**src/rtl/pn_pkg.sv**
```systemverilog
// Shared definitions for the Polish-Notation token interface: mode/error codes,
// token field layout, FSM encoding and command validity helpers.
package pn_pkg;

   localparam int MAX_TOK = 12;
   localparam int TOK_W   = 4;
   localparam int OP_BIT  = 3;
   localparam int VAL_MSB = 2;

   typedef enum logic [1:0] {
      MODE_PRE_SORT   = 2'd0,
      MODE_POST_SORT  = 2'd1,
      MODE_PRE_STACK  = 2'd2,
      MODE_POST_STACK = 2'd3
   } pn_mode_e;

   typedef enum logic [1:0] {
      ERR_OK      = 2'd0,
      ERR_LEN     = 2'd1,
      ERR_TIMEOUT = 2'd2,
      ERR_BEATS   = 2'd3
   } pn_err_e;

   typedef enum logic [1:0] {
      ST_IDLE = 2'd0,
      ST_SEND = 2'd1,
      ST_WAIT = 2'd2,
      ST_GAP  = 2'd3
   } pn_state_e;

   // Sorted modes take whole operator triples; stack modes need an odd token count.
   function automatic logic len_ok(input logic [1:0] mode, input logic [3:0] len,
                                   input logic [3:0] max_len);
      logic ok;
      if (len == 4'd0 || len > max_len) begin
         ok = 1'b0;
      end else if (mode[1] == 1'b0) begin
         ok = ((len % 4'd3) == 4'd0);
      end else begin
         ok = len[0];
      end
      return ok;
   endfunction

   function automatic logic [3:0] exp_beats(input logic [1:0] mode, input logic [3:0] len);
      return mode[1] ? 4'd1 : (len / 4'd3);
   endfunction

endpackage

```
**src/rtl/pn_token_tx_if.sv**
```systemverilog
// Command, token-bus, result and response signals of the PN transmitter.
interface pn_token_tx_if #(parameter int NTOK = pn_pkg::MAX_TOK);
   import pn_pkg::*;

   logic                   cmd_valid;
   logic                   cmd_ready;
   logic [1:0]             cmd_mode;
   logic [3:0]             cmd_len;
   logic [TOK_W*NTOK-1:0]  cmd_tokens;
   logic [1:0]             mode;
   logic                   operator;
   logic [2:0]             in;
   logic                   in_valid;
   logic                   pn_out_valid;
   logic [31:0]            pn_out;
   logic                   rsp_valid;
   logic [31:0]            rsp_data;
   logic                   rsp_last;
   logic                   done;
   logic [1:0]             err;

   modport master (
      input  cmd_valid, cmd_mode, cmd_len, cmd_tokens, pn_out_valid, pn_out,
      output cmd_ready, mode, operator, in, in_valid, rsp_valid, rsp_data, rsp_last, done, err
   );

   modport slave (
      output cmd_valid, cmd_mode, cmd_len, cmd_tokens, pn_out_valid, pn_out,
      input  cmd_ready, mode, operator, in, in_valid, rsp_valid, rsp_data, rsp_last, done, err
   );

endinterface

```
**src/rtl/pn_tok_shift.sv**
```systemverilog
// Token register: token 0 passes straight through on load, the rest shift out one per beat.
module pn_tok_shift
   import pn_pkg::*;
#(
   parameter int NTOK = MAX_TOK
) (
   input  logic                  clk,
   input  logic                  rst,
   input  logic                  load,
   input  logic                  shift,
   input  logic [TOK_W*NTOK-1:0] data,
   output logic [TOK_W-1:0]      tok
);

   logic [TOK_W*NTOK-1:0] sr;

   // Holds tokens 1..n after a load so the head is always the next token to send.
   always_ff @(posedge clk or posedge rst) begin
      if (rst) begin
         sr <= '0;
      end else if (load) begin
         sr <= {{TOK_W{1'b0}}, data[TOK_W*NTOK-1:TOK_W]};
      end else if (shift) begin
         sr <= {{TOK_W{1'b0}}, sr[TOK_W*NTOK-1:TOK_W]};
      end
   end

   assign tok = load ? data[TOK_W-1:0] : sr[TOK_W-1:0];

endmodule

```
**src/rtl/pn_token_tx.sv**
```systemverilog
// PN token transmitter: serializes one command as a token burst, then forwards and
// checks the evaluator's result burst.
module pn_token_tx #(
   parameter int MAX_TOK     = 12,
   parameter int TIMEOUT_CYC = 64,
   parameter int GAP_CYC     = 2
) (
   input logic           clk,
   input logic           rst,
   pn_token_tx_if.master bus
);
   import pn_pkg::*;

   localparam int TW = $clog2(TIMEOUT_CYC + 1);
   localparam int GW = $clog2(GAP_CYC + 1);

   pn_state_e        state;
   logic [3:0]       len_r;
   logic [3:0]       idx;
   logic [3:0]       beats;
   logic [3:0]       beats_nxt;
   logic [3:0]       exp_r;
   logic             seen;
   logic [TW-1:0]    tmo_cnt;
   logic [GW-1:0]    gap_cnt;
   logic             accept;
   logic             cmd_ok;
   logic             load;
   logic             shift;
   logic [TOK_W-1:0] tok;

   assign accept    = bus.cmd_valid & bus.cmd_ready;
   assign cmd_ok    = len_ok(bus.cmd_mode, bus.cmd_len, 4'(MAX_TOK));
   assign load      = accept & cmd_ok & (state == ST_IDLE);
   assign shift     = (state == ST_SEND);
   assign beats_nxt = (beats == 4'd15) ? beats : beats + 4'd1;

   pn_tok_shift #(.NTOK(MAX_TOK)) u_shift (
      .clk   (clk),
      .rst   (rst),
      .load  (load),
      .shift (shift),
      .data  (bus.cmd_tokens),
      .tok   (tok)
   );

   // Transaction FSM with all bus outputs registered; done/err/rsp are single-cycle.
   always_ff @(posedge clk or posedge rst) begin
      if (rst) begin
         state         <= ST_IDLE;
         bus.cmd_ready <= 1'b1;
         bus.mode      <= 2'd0;
         bus.operator  <= 1'b0;
         bus.in        <= 3'd0;
         bus.in_valid  <= 1'b0;
         bus.rsp_valid <= 1'b0;
         bus.rsp_data  <= 32'd0;
         bus.rsp_last  <= 1'b0;
         bus.done      <= 1'b0;
         bus.err       <= ERR_OK;
         len_r         <= 4'd0;
         idx           <= 4'd0;
         beats         <= 4'd0;
         exp_r         <= 4'd0;
         seen          <= 1'b0;
         tmo_cnt       <= '0;
         gap_cnt       <= '0;
      end else begin
         bus.done      <= 1'b0;
         bus.err       <= ERR_OK;
         bus.rsp_valid <= 1'b0;
         bus.rsp_last  <= 1'b0;
         case (state)
            ST_IDLE: begin
               if (accept) begin
                  bus.cmd_ready <= 1'b0;
                  len_r         <= bus.cmd_len;
                  exp_r         <= exp_beats(bus.cmd_mode, bus.cmd_len);
                  if (cmd_ok) begin
                     state        <= ST_SEND;
                     bus.in_valid <= 1'b1;
                     bus.mode     <= bus.cmd_mode;
                     bus.operator <= tok[OP_BIT];
                     bus.in       <= tok[VAL_MSB:0];
                     idx          <= 4'd1;
                  end else begin
                     state    <= ST_GAP;
                     gap_cnt  <= '0;
                     bus.done <= 1'b1;
                     bus.err  <= ERR_LEN;
                  end
               end
            end
            ST_SEND: begin
               bus.mode <= 2'd0;
               if (idx == len_r) begin
                  state        <= ST_WAIT;
                  bus.in_valid <= 1'b0;
                  bus.operator <= 1'b0;
                  bus.in       <= 3'd0;
                  beats        <= 4'd0;
                  seen         <= 1'b0;
                  tmo_cnt      <= '0;
               end else begin
                  bus.operator <= tok[OP_BIT];
                  bus.in       <= tok[VAL_MSB:0];
                  idx          <= idx + 4'd1;
               end
            end
            ST_WAIT: begin
               if (bus.pn_out_valid) begin
                  bus.rsp_valid <= 1'b1;
                  bus.rsp_data  <= bus.pn_out;
                  bus.rsp_last  <= (beats_nxt == exp_r);
                  beats         <= beats_nxt;
                  seen          <= 1'b1;
               end else if (seen) begin
                  // First idle cycle after at least one beat closes the burst.
                  state    <= ST_GAP;
                  gap_cnt  <= '0;
                  bus.done <= 1'b1;
                  bus.err  <= (beats == exp_r) ? ERR_OK : ERR_BEATS;
               end else if (tmo_cnt == TW'(TIMEOUT_CYC - 1)) begin
                  state    <= ST_GAP;
                  gap_cnt  <= '0;
                  bus.done <= 1'b1;
                  bus.err  <= ERR_TIMEOUT;
               end else begin
                  tmo_cnt <= tmo_cnt + TW'(1);
               end
            end
            ST_GAP: begin
               if (gap_cnt == GW'(GAP_CYC - 1)) begin
                  state         <= ST_IDLE;
                  bus.cmd_ready <= 1'b1;
               end else begin
                  gap_cnt <= gap_cnt + GW'(1);
               end
            end
            default: begin
               state         <= ST_IDLE;
               bus.cmd_ready <= 1'b1;
               bus.in_valid  <= 1'b0;
            end
         endcase
      end
   end

endmodule

```
**src/flat_wrapper.sv**
```systemverilog
// flat-port wrapper written by rule: the top's interface ports become plain ports
module pn_token_tx_flat import pn_pkg::*;
#(
   parameter int MAX_TOK     = 12,
   parameter int TIMEOUT_CYC = 64,
   parameter int GAP_CYC     = 2
)
  (clk, rst, bus_cmd_valid, bus_cmd_mode, bus_cmd_len, bus_cmd_tokens, bus_pn_out_valid, bus_pn_out, bus_cmd_ready, bus_mode, bus_operator, bus_in, bus_in_valid, bus_rsp_valid, bus_rsp_data, bus_rsp_last, bus_done, bus_err);
  pn_token_tx_if #(.NTOK(12)) bus_i ();
  input logic clk;
  input logic rst;
  input wire logic [$bits(bus_i.cmd_valid)-1:0] bus_cmd_valid;
  input wire logic [$bits(bus_i.cmd_mode)-1:0] bus_cmd_mode;
  input wire logic [$bits(bus_i.cmd_len)-1:0] bus_cmd_len;
  input wire logic [$bits(bus_i.cmd_tokens)-1:0] bus_cmd_tokens;
  input wire logic [$bits(bus_i.pn_out_valid)-1:0] bus_pn_out_valid;
  input wire logic [$bits(bus_i.pn_out)-1:0] bus_pn_out;
  output wire logic [$bits(bus_i.cmd_ready)-1:0] bus_cmd_ready;
  output wire logic [$bits(bus_i.mode)-1:0] bus_mode;
  output wire logic [$bits(bus_i.operator)-1:0] bus_operator;
  output wire logic [$bits(bus_i.in)-1:0] bus_in;
  output wire logic [$bits(bus_i.in_valid)-1:0] bus_in_valid;
  output wire logic [$bits(bus_i.rsp_valid)-1:0] bus_rsp_valid;
  output wire logic [$bits(bus_i.rsp_data)-1:0] bus_rsp_data;
  output wire logic [$bits(bus_i.rsp_last)-1:0] bus_rsp_last;
  output wire logic [$bits(bus_i.done)-1:0] bus_done;
  output wire logic [$bits(bus_i.err)-1:0] bus_err;
  assign bus_i.cmd_valid = bus_cmd_valid;
  assign bus_i.cmd_mode = bus_cmd_mode;
  assign bus_i.cmd_len = bus_cmd_len;
  assign bus_i.cmd_tokens = bus_cmd_tokens;
  assign bus_i.pn_out_valid = bus_pn_out_valid;
  assign bus_i.pn_out = bus_pn_out;
  assign bus_cmd_ready = bus_i.cmd_ready;
  assign bus_mode = bus_i.mode;
  assign bus_operator = bus_i.operator;
  assign bus_in = bus_i.in;
  assign bus_in_valid = bus_i.in_valid;
  assign bus_rsp_valid = bus_i.rsp_valid;
  assign bus_rsp_data = bus_i.rsp_data;
  assign bus_rsp_last = bus_i.rsp_last;
  assign bus_done = bus_i.done;
  assign bus_err = bus_i.err;
  pn_token_tx #(.MAX_TOK(MAX_TOK), .TIMEOUT_CYC(TIMEOUT_CYC), .GAP_CYC(GAP_CYC)) u_core (.clk(clk), .rst(rst), .bus(bus_i));
endmodule
```
**config.mk**
```make
export PLATFORM = sky130hd
export DESIGN_NAME = pn_token_tx_flat
export DESIGN_NICKNAME = d
export VERILOG_FILES = /design/src/rtl/pn_pkg.sv /design/src/rtl/pn_token_tx_if.sv /design/src/rtl/pn_tok_shift.sv /design/src/rtl/pn_token_tx.sv /design/src/flat_wrapper.sv
export SDC_FILE = /design/constraint.sdc
export NUM_CORES = 1
export LEC_CHECK = 0
export BUFFER_PORTS_ARGS = -buffer_cell sky130_fd_sc_hd__buf_4
export CORE_MARGIN = 8
export CORE_UTILIZATION = 55
export CTS_BUF_LIST = sky130_fd_sc_hd__clkbuf_4 sky130_fd_sc_hd__clkbuf_8
export CTS_CLUSTER_SIZE = 10
export DETAILED_ROUTE_END_ITERATION = 16
export HOLD_SLACK_MARGIN = 0.1
export PLACE_DENSITY = 0.92
export SLEW_MARGIN = 25
export SYNTH_ARGS = -nofsm -noshare
export SYNTH_HDL_FRONTEND = slang
export SYNTH_SLANG_ARGS = --single-unit
```
**constraint.sdc**
```tcl
create_clock -name clk -period 3.8 [get_ports clk]
set_input_delay 0.38 -clock clk [delete_from_list [all_inputs] [get_ports clk]]
set_output_delay 0.38 -clock clk [all_outputs]
set_load 0.01 [all_outputs]
```
==> flow_metrics.py, run 1 <==
metrics = {
    "outcome": {
        "status": "finished clean",
    },
    "clock_tree": {
        "cts_tree": "done",
        "cts_htree_levels": 4,
        "cts_resized": 0,
        "post_cts_buffers": 0,
        "clk_latency_ps": 430,
        "cts_hold_buf": 0,
        "clock-sinks": 116,
        "clk_pin_slew_ps": 80,
        "cts_made_buffers": 17,
        "clock-root-buffer": "clkbuf_8",
        "clk_path_buf_depth": 2,
    },
    "worst_hold_path": {
        "hold_class": "in2async",
    },
    "synthesis": {
        "synthFlopType": "dfrtp_1",
        "synth_nets": 676,
        "yosys_warnings": 0,
        "avgSynthCellArea_um2": 9.59,
        "synth_top_area_share_pct": 52.2,
        "synth-edff-count": 0,
        "synth_area_um2": 5520,
        "yosys.area.top_type": "dfrtp_1",
        "ys_async_sr_fraction_pct": 100,
        "synth_seq_cells": 116,
        "netlist_instances": 575,
        "synth_top_cells_by_area": "dfrtp_1, nand2_1, mux2i_1",
        "yosysSeqAreaShare_pct": 52.7,
        "yosysUniqueCellTypes": 49,
    },
    "routing": {
        "viasPerCell": 5.46,
        "top_layer": "met4",
        "postRouteAntennaNets": 0,
        "num_vias": 4656,
        "dr_wl_met2_um": 6250,
        "dr_wl_met3_um": 1180,
        "met1Wirelength_um": 5540,
        "routed_wl_um": 13400,
        "drc": 0,
        "wl_per_cell_um": 15.7,
        "drt_iter0_markers": 257,
        "dr.pass1.iters": 5,
    },
    "critical_path": {
        "cp-endpoint": "u_core.bus.in_valid$_DFFE_PP0P_",
        "worstSetupEndpointType": "flip-flop",
        "worstSetupPathType": "in2reg",
        "r2r-start": "u_core.state[0]$_DFFE_PP0P_",
        "crit_required_ps": 4110,
        "worstPathArrival_ps": 3350,
        "ff2ff_path_depth": 8,
        "crit_path_start": "bus_cmd_len[3]",
        "r2r_slack_ps": 1400,
        "r2r_end": "u_core.gap_cnt[0]$_DFFE_PP0P_",
        "crit_fanout": 67,
        "cp-start-kind": "input port",
    },
    "timing": {
        "skew_ps": 13.4,
        "relSlewSlack_pct": 44.2,
        "drv_slew": 0,
        "finalHoldViolations": 0,
        "fin_crit_sh_pct": 79.9,
        "rsz0062_at_grt": "false",
        "finalSetupTns_ps": 0,
        "max_clock_freq_mhz": 329,
        "fin_crit_ps": 3040,
        "setup_violations": 0,
        "max_slew.worst_pin.slew_ps": 837,
    },
    "grt": {
        "grt_usage_pct": 20.9,
        "grt_max_degree": 71,
        "antenna_found_initial": 0,
        "grt.overflow.total": 0,
        "grt_pass1_vias": 4857,
        "grt_pass1_wl_um": 22300,
    },
    "power": {
        "p_leak_nw": 3.46,
        "powerDensity_nw_per_um2": 763,
        "ir_drop_uv": 502,
    },
    "floorplan": {
        "die_height_um": 116,
        "core_area_um2": 9770,
        "dieArea_um2": 13500,
        "start_util_pct": 56.4,
        "rows": 36,
        "die_width_um": 116,
        "ios": 135,
    },
    "layout": {
        "drive_gt1_share_pct": 26.5,
        "nets": 808,
        "syn_to_final_growth_pct": 28.3,
        "finalInstanceArea_um2": 7070,
        "fill_cells": 656,
        "diodes": 0,
    },
    "placed_design": {
        "dpl_cell_area_um2": 6640,
        "gp_congestion": 0.854,
        "portBuffers": 134,
        "dpl.hpwl_um": 9680,
    },
    "run": {
        "max_cap_violations": 0,
    },
}
-- final cells by class --
cell class                 instances  area, um2  share of cell area [%]
multi-input combinational        413       2430                    34.3
inverter                          17       66.3                   0.937
clock inverter                    11        150                    2.12
timing repair buffer             142       1080                    15.2
sequential                       116       2900                    41.1
clock buffer                      21        283                    4.00
tap                              133        166                    2.35
-- per-layer routing --
layer | global-route usage (%) | vias to the layer above
met3 | 7.08 | 39
met1 | 25.3 | 2175
met5 | 0 | -
li1 | - | 2233
met4 | 10.2 | 0
met2 | 32.7 | 209
-- stage by stage --
step,hold WS (ps),std cells,power [mW],utilization (%),worst slack [ps]
after floorplan,459,575,3.40,-,349
after global routing,122,853,5.79,72.4,494
after CTS,123,853,5.43,72.4,805
final,137,853,5.40,72.4,764
after global placement,459,821,4.06,67.9,577
after detailed placement,464,821,4.19,67.9,397
-- how the worst min path moves through the flow --
stage | end
global placement | u_core.bus.rsp_data[9]$_DFFE_PP0P_
finish | u_core.u_shift.sr[29]$_DFFE_PP0P_
detailed placement | u_core.bus.rsp_data[29]$_DFFE_PP0P_
global route | u_core.bus.rsp_data[19]$_DFFE_PP0P_
floorplan | u_core.bus.err[1]$_DFF_PP0_
CTS | u_core.bus.rsp_data[29]$_DFFE_PP0P_
-- cells by family (layout without fill, tap and decap cells) --
family                   after synthesis  count (layout)  share of synthesized area [%]
buffers and inverters                 46             191                           3.43
adder cells (fa/ha/maj)               11              11                           2.50
flip-flops                           116             116                           52.7
multiplexers                          50              50                           9.30
XOR/XNOR                              14              14                           2.22
AND/OR/NAND/NOR                      222             222                           16.9
AO/OA/AOI/OAI                        116             116                           13.0
-- cells in the mapped netlist (2+ instances only) --
cell type / instances
a211oi_1: 3
nor2_1: 14
and3_1: 3
a22o_1: 5
nand2_1: 166
a221o_1: 2
a211o_1: 2
a21oi_1: 12
mux2_2: 6
nand2b_1: 4
xnor2_1: 11
buf_1: 3
mux2i_1: 43
a21o_1: 2
nor3_1: 8
ha_1: 11
o21ai_0: 64
xor2_1: 3
nor4_1: 2
clkbuf_1: 18
inv_1: 15
buf_2: 7
nand3_1: 10
dfrtp_1: 115
and2_1: 3
nor2b_1: 4
o2bb2ai_1: 4
inv_2: 2
or3_1: 3
o31ai_1: 2
nand4_1: 3
a22oi_1: 6
o22ai_1: 3
-- sequential cells by signal, indices dropped and copies added (netlist names), 2 cells and up --
signal and cells:
u_core.u_shift.sr 44, u_core.bus.rsp_data 32, u_core.tmo_cnt 7, u_core.beats 4
u_core.idx 4, u_core.len_r 4, u_core.bus.in 3, u_core.exp_r 3
u_core.bus.err 2, u_core.bus.mode 2, u_core.gap_cnt 2, u_core.state 2
-- layout by cell type, fill, tap and decap left out, types with 4 or more instances in the layout --
master | synthesis | layout
nand3_1 | 10 | 10
clkbuf_8 | 0 | 20
o2bb2ai_1 | 4 | 4
mux2_2 | 6 | 6
o21ai_0 | 64 | 64
mux2i_1 | 43 | 43
nor2_1 | 14 | 14
ha_1 | 11 | 10
clkinvlp_4 | 0 | 5
xnor2_1 | 11 | 11
a22oi_1 | 6 | 6
buf_4 | 0 | 141
dfrtp_1 | 115 | 115
a22o_1 | 5 | 5
a21oi_1 | 12 | 12
nor3_1 | 8 | 8
nand2b_1 | 4 | 4
nor2b_1 | 4 | 4
inv_1 | 15 | 14
nand2_1 | 166 | 166
-- where the power goes --
part / internal (mW) / switching (mW)
registers: 1.74 / 0.334
clock network: 0.710 / 0.517
logic: 0.973 / 1.13
total: 3.42 / 1.98
-- critical path, stage by stage --
cell,delay [ps]
buf_4,100
nand2b_4,150
inv_2,50
ha_1,160
inv_1,50
ha_1,370
o211ai_1,140
o21ai_0,100
ha_1,260
nor2b_1,170
o311ai_0,160
a21o_1,190
o221ai_2,220
and2_2,250
buf_12,240
o21ai_0,130
a22o_1,210
No activity file was read; power rests on OpenSTA's default activity.
==> inputs of run 2 (changes only) <==
==> constraint.sdc (replaced) <==
create_clock -name clk -period 3.13 [get_ports clk]
set_input_delay 0.313 -clock clk [delete_from_list [all_inputs] [get_ports clk]]
set_output_delay 0.313 -clock clk [all_outputs]
set_load 0.01 [all_outputs]
==> run 2 against run 1 <==
Against the previous run:
- largest power group unchanged
- first-iteration DRC count up 60%
- highest routed layer unchanged
- non-clock buffer count increased by 78
- via count rose by 14%
==> flow_metrics.py, run 2 (same netlist as run 1, synthesis figures left out) <==
metrics = {
    "run": {
        "max_cap_violations": 0,
    },
    "routing": {
        "drc": 0,
        "viasPerCell": 5.71,
        "dr.pass1.iters": 5,
        "num_vias": 5318,
        "routed_wl_um": 17400,
        "drt_iter0_markers": 412,
        "postRouteAntennaNets": 0,
        "wl_per_cell_um": 18.7,
    },
    "layout": {
        "finalInstanceArea_um2": 7890,
        "final_common_cell": "nand2_1",
        "largest_registers": "u_core.u_shift.sr x44, u_core.bus.rsp_data x32, u_core.tmo_cnt x7",
        "fill_cells": 537,
        "nets": 886,
        "largest_register_ffs": 44,
        "final_cell_mix": "nand2_1, buf_4, dfrtp_1",
        "fin_util_pct": 80.8,
        "multi_input_area_um2": 2430,
        "syn_to_final_growth_pct": 43.1,
        "regArea_um2": 2900,
        "top_register": "u_core.u_shift.sr",
        "diodes": 0,
        "drive_gt1_share_pct": 24.2,
    },
    "timing": {
        "max_slew.worst_pin.slew_ps": 732,
        "relSlewSlack_pct": 50.8,
        "finalHoldViolations": 0,
        "fin_crit_ps": 2890,
        "drv_slew": 0,
        "hold_slack_ps": 127,
        "max_clock_freq_mhz": 346,
        "skew_ps": 19.0,
        "setup_violations": 0,
        "rsz0062_at_grt": "false",
        "fin_crit_sh_pct": 92.3,
    },
    "critical_path": {
        "ff2ff_path_depth": 9,
        "r2r_end": "u_core.u_shift.sr[14]$_DFFE_PP0P_",
        "worstSetupPathType": "in2reg",
        "crit_required_ps": 3440,
        "crit_fanout": 38,
        "r2r-start": "u_core.state[0]$_DFFE_PP0P_",
        "worstSetupEndpointType": "flip-flop",
        "worstPathArrival_ps": 3200,
        "r2r_slack_ps": 750,
        "cp-start-kind": "input port",
    },
    "clock_tree": {
        "cts_made_buffers": 17,
        "cts_tree": "done",
        "clock-root-buffer": "clkbuf_8",
        "clk_path_buf_depth": 2,
        "clk_latency_ps": 430,
        "cts_htree_levels": 4,
        "clock-sinks": 116,
        "clk_pin_slew_ps": 70,
    },
    "power": {
        "power.share.switching_pct": 38.0,
        "p_sw_mw": 2.60,
        "powerDensity_nw_per_um2": 868,
        "ir_drop_uv": 531,
        "p_clk_share_pct": 22.2,
        "p_leak_nw": 3.80,
        "p_comb_share_pct": 40.4,
        "internal_power_mw": 4.25,
        "power_frac_seq_pct": 37.4,
    },
    "grt": {
        "antenna_found_initial": 0,
        "grt.overflow.total": 0,
        "grt_usage_pct": 25.9,
        "grt_pass1_vias": 5425,
        "use_met2_pct": 46.4,
        "grt_pass1_wl_um": 27000,
        "grtUsageMet3_pct": 7.50,
        "use_met1_pct": 28.4,
        "busiest_layer": "met2",
        "grt_max_degree": 76,
    },
    "floorplan": {
        "ios": 135,
        "core_area_um2": 9770,
        "dieArea_um2": 13500,
        "die_height_um": 116,
        "start_util_pct": 56.4,
        "die_width_um": 116,
        "rows": 36,
    },
    "worst_hold_path": {
        "min_delay_worst_endpoint": "u_core.u_shift.sr[39]$_DFFE_PP0P_",
        "holdPathStages": 3,
        "hold_path.startpoint": "bus_cmd_tokens[43]",
        "hold_class": "in2reg",
    },
    "placed_design": {
        "dpl.hpwl_um": 9830,
        "dpl_cell_area_um2": 6660,
        "gp_congestion": 0.891,
        "portBuffers": 134,
    },
    "outcome": {
        "status": "finished clean",
    },
}
-- run 2: cell types whose count changed in the layout (fill, tap and decap cells not counted), sizes merged --
cell and change:
bufinv +1, clkbuf -2, inv -1, dlygate4sd3 +76
clkinv +4, buf +1, clkinvlp -1
-- run 2: what timing repair did --
item | 4_1_cts | 5_1_grt
hold buffers | 76 | 0
setup endpoints to repair | 0 | 3
hold endpoints to repair | 103 | 0
setup buffers | 0 | 0
gates resized for setup | 0 | 0
-- run 2: routing by layer --
metal  share of wire (%)  vias to the layer above
li1                    -                     2384
met1                  37                     2556
met2                  51                      319
met3                 8.8                       59
met4                 3.2                        0
met5                   0                        -
-- run 2: final cells by class --
class	instances	share of cell area, %
clock buffer	18	3.06
clock inverter	14	2.58
inverter	17	0.856
multi-input combinational	413	30.7
sequential	116	36.8
tap	133	2.11
timing repair buffer	220	23.9
-- run 2: how the worst max path moves through the flow --
stage	end	cells past startpoint	slack (ps)	start
floorplan	u_core.gap_cnt[0]$_DFFE_PP0P_	16	170	bus_cmd_len[3]
global placement	u_core.gap_cnt[0]$_DFFE_PP0P_	16	120	bus_cmd_len[3]
finish	u_core.u_shift.sr[14]$_DFFE_PP0P_	17	240	bus_cmd_len[3]
global route	u_core.u_shift.sr[12]$_DFFE_PP0P_	17	20	bus_cmd_len[3]
detailed placement	u_core.gap_cnt[0]$_DFFE_PP0P_	16	-120	bus_cmd_len[3]
CTS	u_core.gap_cnt[0]$_DFFE_PP0P_	16	350	bus_cmd_len[3]
-- run 2: through the flow --
step           power (mW)  cells  worst slack (ps)  setup TNS [ps]
5_1_grt              7.24    931              23.1               0
3_5_place_dp         5.09    822              -119           -2450
2_1_floorplan        4.13    575               166               0
4_1_cts              6.72    930               346               0
6_report             6.86    931               241               0
3_3_place_gp         4.93    822               124               0
-- run 2: worst max-delay path, stage by stage --
cell and delay [ps]:
buf_4 130, nand2b_4 170, inv_2 70, ha_1 130, inv_1 40, ha_1 240, o211ai_1 110, o21ai_0 150
ha_1 310, nor2b_1 190, o311ai_0 160, a21o_1 190, o221ai_2 190, and2_2 320, buf_12 220, nand2_1 100
o21ai_0 130
-- run 2: power by group through the flow --
stage / Clock [mW] / Combinational [mW] / Sequential [mW]
global route: 1.62 / 3.01 / 2.61
global placement: 0 / 2.43 / 2.50
detailed placement: 0 / 2.55 / 2.54
CTS: 1.54 / 2.65 / 2.52
floorplan: 0 / 1.58 / 2.55
finish: 1.52 / 2.77 / 2.57
